**src/rtl/mem_port_arbiter.sv**
```systemverilog
// mem_port_arbiter: fixed-priority sharing of one fixed-latency word SRAM between fetch and data ports.
// Data wins over fetch; each access runs WAIT_CYCLES SRAM cycles and then pulses the winner's ready once.
module mem_port_arbiter #(
  parameter int BIT_NUMBER  = 32,
  parameter int ADDR_BITS   = 16,
  parameter int WAIT_CYCLES = 4
) (
  input  logic                  clk,
  input  logic                  rst,
  input  logic                  if_req,
  input  logic [BIT_NUMBER-1:0] if_addr,
  output logic [BIT_NUMBER-1:0] if_rdata,
  output logic                  if_ready,
  input  logic                  d_r_en,
  input  logic                  d_w_en,
  input  logic [BIT_NUMBER-1:0] d_addr,
  input  logic [BIT_NUMBER-1:0] d_wdata,
  output logic [BIT_NUMBER-1:0] d_rdata,
  output logic                  d_ready,
  output logic                  if_stall,
  output logic                  d_stall,
  output logic [ADDR_BITS-1:0]  sram_addr,
  output logic [BIT_NUMBER-1:0] sram_wdata,
  output logic                  sram_we,
  output logic                  sram_oe,
  input  logic [BIT_NUMBER-1:0] sram_rdata
);
  localparam int CW = WAIT_CYCLES > 1 ? $clog2(WAIT_CYCLES) : 1;
  typedef enum logic [1:0] {IDLE, ACCESS, DONE} state_t;
  if (WAIT_CYCLES < 1) begin : g_bad_wait
    $error("mem_port_arbiter: WAIT_CYCLES must be >= 1");
  end
  state_t                r_state, w_state_nxt;
  logic [CW-1:0]         r_cnt;
  logic                  r_gnt_d, r_we;
  logic [ADDR_BITS-1:0]  r_addr;
  logic [BIT_NUMBER-1:0] r_wdata, r_if_rdata, r_d_rdata;
  logic                  w_d_req, w_req, w_last, w_done;
  logic                  w_unused;
  assign w_d_req = d_r_en | d_w_en;
  assign w_req   = w_d_req | if_req;
  assign w_last  = r_state == ACCESS && r_cnt == '0;
  assign w_done  = r_state == DONE;
  // upper and byte-offset address bits are intentionally dropped so addresses wrap
  assign w_unused = ^{if_addr[BIT_NUMBER-1:ADDR_BITS+2], if_addr[1:0],
                      d_addr[BIT_NUMBER-1:ADDR_BITS+2], d_addr[1:0]};
  always_comb begin
    w_state_nxt = r_state == IDLE   ? (w_req  ? ACCESS : IDLE)
                : r_state == ACCESS ? (w_last ? DONE : ACCESS)
                : IDLE;
  end
  always_ff @(posedge clk or posedge rst) begin
    if (rst) begin
      r_state    <= IDLE;
      r_cnt      <= '0;
      r_gnt_d    <= 1'b0;
      r_we       <= 1'b0;
      r_addr     <= '0;
      r_wdata    <= '0;
      r_if_rdata <= '0;
      r_d_rdata  <= '0;
    end else begin
      r_state <= w_state_nxt;
      if (r_state == IDLE && w_req) begin
        r_gnt_d <= w_d_req;
        r_we    <= w_d_req & d_w_en;
        r_addr  <= w_d_req ? d_addr[ADDR_BITS+1:2] : if_addr[ADDR_BITS+1:2];
        r_wdata <= d_wdata;
        r_cnt   <= CW'(WAIT_CYCLES - 1);
      end
      if (r_state == ACCESS && !w_last) r_cnt <= r_cnt - 1'b1;
      if (w_last && !r_we && r_gnt_d) r_d_rdata <= sram_rdata;
      if (w_last && !r_we && !r_gnt_d) r_if_rdata <= sram_rdata;
    end
  end
  assign sram_addr  = r_addr;
  assign sram_wdata = r_wdata;
  assign sram_we    = r_state == ACCESS && r_we;
  assign sram_oe    = r_state == ACCESS && !r_we;
  assign if_ready   = w_done && !r_gnt_d;
  assign d_ready    = w_done && r_gnt_d;
  assign if_rdata   = r_if_rdata;
  assign d_rdata    = r_d_rdata;
  assign if_stall   = if_req & ~if_ready;
  assign d_stall    = w_d_req & ~d_ready;
endmodule

```
**config.mk**
```make
export PLATFORM = sky130hd
export DESIGN_NAME = mem_port_arbiter
export DESIGN_NICKNAME = d
export VERILOG_FILES = /design/src/rtl/mem_port_arbiter.sv
export SDC_FILE = /design/constraint.sdc
export NUM_CORES = 1
export LEC_CHECK = 0
export CAP_MARGIN = 20
export CORE_AREA = 2 2 123 137
export DETAILED_ROUTE_END_ITERATION = 12
export DIE_AREA = 0 0 125 139
export PLACE_DENSITY = 0.62
export SLEW_MARGIN = 20
export SYNTH_ARGS = -nofsm -noshare
export SYNTH_HDL_FRONTEND = slang
export SYNTH_SLANG_ARGS = --single-unit
```
**constraint.sdc**
```tcl
create_clock -name clk -period 5.6 [get_ports clk]
set_input_delay 1.68 -clock clk [delete_from_list [all_inputs] [get_ports clk]]
set_output_delay 1.68 -clock clk [all_outputs]
set_load 0.02 [all_outputs]
```
==> summary.md <==
| Metric | Value |
|---|---|
| Async SR Flop Fraction | `100%` |
| Std cell rows | `49` |
| Post-synthesis cell type count | `25` |
| Minimum clock period after layout | `4.69 ns` |
| Clock-pin slew on the worst setup and hold paths | `0.05 ns` |
| Synthesis Warnings | `0` |
| Slew margin rel. | `33.4%` |
| Max-slew violation count | `0` |
| Design Power | `a little under 5 mW` |
| Setup TNS | `0 ns` |
| Fmax | `0.213 GHz` |
| Syn nets | `423` |
| Diodes inserted | `0` |
| Design Area, Final | `about 7700 um2` |
| PortBufs | `about 220` |
| Fin util | `48.2%` |
| Number of I/O pins | `between 200 and 300` |
| Area Growth Syn to Fin | `63.0%` |
| Critical Path Fanout Max | `3` |
| Starting Density | `between 20% and 30%` |
| Hold buffer count at CTS | `0` |
| Final HPWL DP | `a little over 8000 um` |
| Clock Power Share | `23.4%` |
| Remaining Overflow, GRT | `0` |
| Cell Chain, Critical Path | `clkdlybuf4s50_1 -> nor2b_1 -> clkdlybuf4s50_1` |
| RSZ-0062 raised after global routing | `false` |
| Bufs and invs on worst path | `2` |
| DRC | `0` |
| Routability cong. | `~0.74` |
| Hold WS | `0.493 ns` |
| Die width | `125 um` |
| Internal | `3.29 mW` |
| Cells after synthesis | `289` |
| Clock Skew | `0.00735 ns` |
| Max H-tree Level | `4` |
| Synthesized area | `4750 um2` |
| P_leak | `between 3 and 4 nW` |
| CTS max path bufs | `2` |
| CTS sink cnt | `118` |
| Startpoint types | `primary input` |
| Most frequent cells in the layout | `218 x clkdlybuf4s50_1, 118 x dfrtp_1, 115 x mux2_2` |
| Cell taking the most area after synthesis | `dfrtp_1` |
| Die height | `139 um` |
| Die area | `17,400 um2` |
| Final wirelength | `11,700 um` |
| Hold WC Path Type | `flop to flop` |
| Net Sw Frac | `33.1%` |
| Initial antenna violation count | `0` |
| Core ar. | `roughly 16,000 um2` |
| # setup viols final | `0` |
| Initial DRC count | `75` |
| Drt pass-1 iters | `6` |
| CP top delay family | `buffers and inverters` |
| Main synth FF type | `dfrtp_1` |
| Psw | `1.62 mW` |
| DP Area | `7110 um2` |
| Most common cell after layout, fill and taps aside | `clkdlybuf4s50_1` |
| Total track usage | `13.9%` |
| Required time worst endpoint | `3.92 ns` |
| Layout cells sized above 1 | `30.7%` |
| Status | `finished, final reports clean` |
| Sequential-to-total area share from yosys stat | `62.2%` |
| Main area contributors after synthesis | `dfrtp_1 62%, mux2_2 27%, mux2_4 2.8%` |
| EDFF count, synth | `0` |
| Period utilisation layout | `between 80 and 90%` |
| Clock latency on the worst-skew pair | `0.41 ns` |
| Worst-margin pin slew | `0.998 ns` |
| Post-synth top area share | `around 62%` |
| Flop pwr share | `30.9%` |
| CTS tree | `done` |
| Via count | `3,211` |
| Kind of critical path | `primary input to output pin` |
| Vias in the first global route | `approximately 3,500` |
| Comb pwr share | `45.8%` |
| Syn Area/Cell | `16.4 um2` |
| Yosys reg bits | `118` |
| Crit path DAT | `3.01 ns` |
| P per Cell Area | `634 nW/um2` |
| Fin nets | `649` |
| Slowest stage delay, CP | `0.61 ns` |
| PostCTS Resize Cnt | `0` |
| Vias per cell | `4.39` |
| Total CTS buffers | `17` |
| Final Hold Viols | `0` |
| Peak supply drop | `0.264 mV` |
| First-pass GRT wire length | `19,100 um` |
| Root Buffer | `clkbuf_16` |
| Antenna viol nets, final | `0` |
| Drt wl/cell | `~16 um` |
| Setup Fix Bufs, Post-CTS | `0` |
| Max_cap viols | `0` |
| Critical Path End Type | `output pin` |
| Largest net degree at the start of global routing | `63` |
| Crit-path most repeated cell | `clkdlybuf4s50_1` |
| CP max-delay cell | `clkdlybuf4s50_1` |
[state kept, by name, indices dropped and copies added (netlist names)]
| name | flops |
|---|---|
| d_rdata | 32 |
| sram_addr | 16 |
| r_gnt_d | 1 |
| sram_wdata | 32 |
| if_rdata | 32 |
| r_state | 2 |
| r_cnt | 2 |
| r_we | 1 |
[layout make-up]
class / count / area [um2]
clock buffers: 20 / 457
inverters: 4 / 17.5
multi-input cells: 153 / 1650
flip-flops and latches: 118 / 2950
clock inverters: 12 / 176
repair buffers: 221 / 2230
fillers: 1412 / 8320
well taps: 204 / 255
[stage by stage]
stage	setup WS (ns)	instances
floorplan	0.791	289
global placement	0.902	700
detailed placement	0.899	700
CTS	0.904	732
global route	0.874	732
finish	0.905	732
[path summary, 6_finish.rpt]
kind                            cells past startpoint  slack [ns]       endpoint     startpoint
worst max-delay path                                3        0.91       if_stall         if_req
worst min-delay path                                1        0.49  sram_wdata[3]  sram_wdata[3]
worst max register to register                      4        3.49   if_rdata[27]       r_cnt[0]
worst min register to register                      1        0.49  sram_wdata[3]  sram_wdata[3]
max in group asynchronous                           3        3.03  sram_wdata[8]            rst
min in group asynchronous                           2        1.74   if_rdata[10]            rst
[cells by family after synthesis]
group	Yosys count	share of synthesized area [%]
muxes	128	31.1
DFF	118	62.2
and+or+nand+nor	19	2.48
buffers and inverters	18	3.03
AOI/OAI and AO/OA	5	0.975
adders and majority gates	1	0.263
[power groups by stage]
stage                     registers, mW  logic (mW)  clock network, mW
after global placement             1.51        2.25                  0
after detailed placement           1.53        2.28                  0
after CTS                          1.52        2.29               1.19
after floorplan                    2.03       0.676                  0
after global routing               1.58        2.38               1.24
final                              1.51        2.25               1.15
[layer usage]
| layer | GRT usage [%] | wire length (um) | vias to the layer above |
|---|---|---|---|
| met5 | 0 | 0 | - |
| met4 | 5.09 | 127 | 0 |
| met3 | 5.32 | 800 | 9 |
| met2 | 23.5 | 6160 | 114 |
| met1 | 16.2 | 4600 | 1611 |
| li1 | - | - | 1477 |
[synth_stat cells (all sizes together), types with 2 or more instances]
master	count
nor2	5
nor3b	2
mux2	128
dfrtp	118
a22o	2
inv	4
nand2	2
nor2b	3
buf	13
and2	3
(Power assumes the default switching activity.)
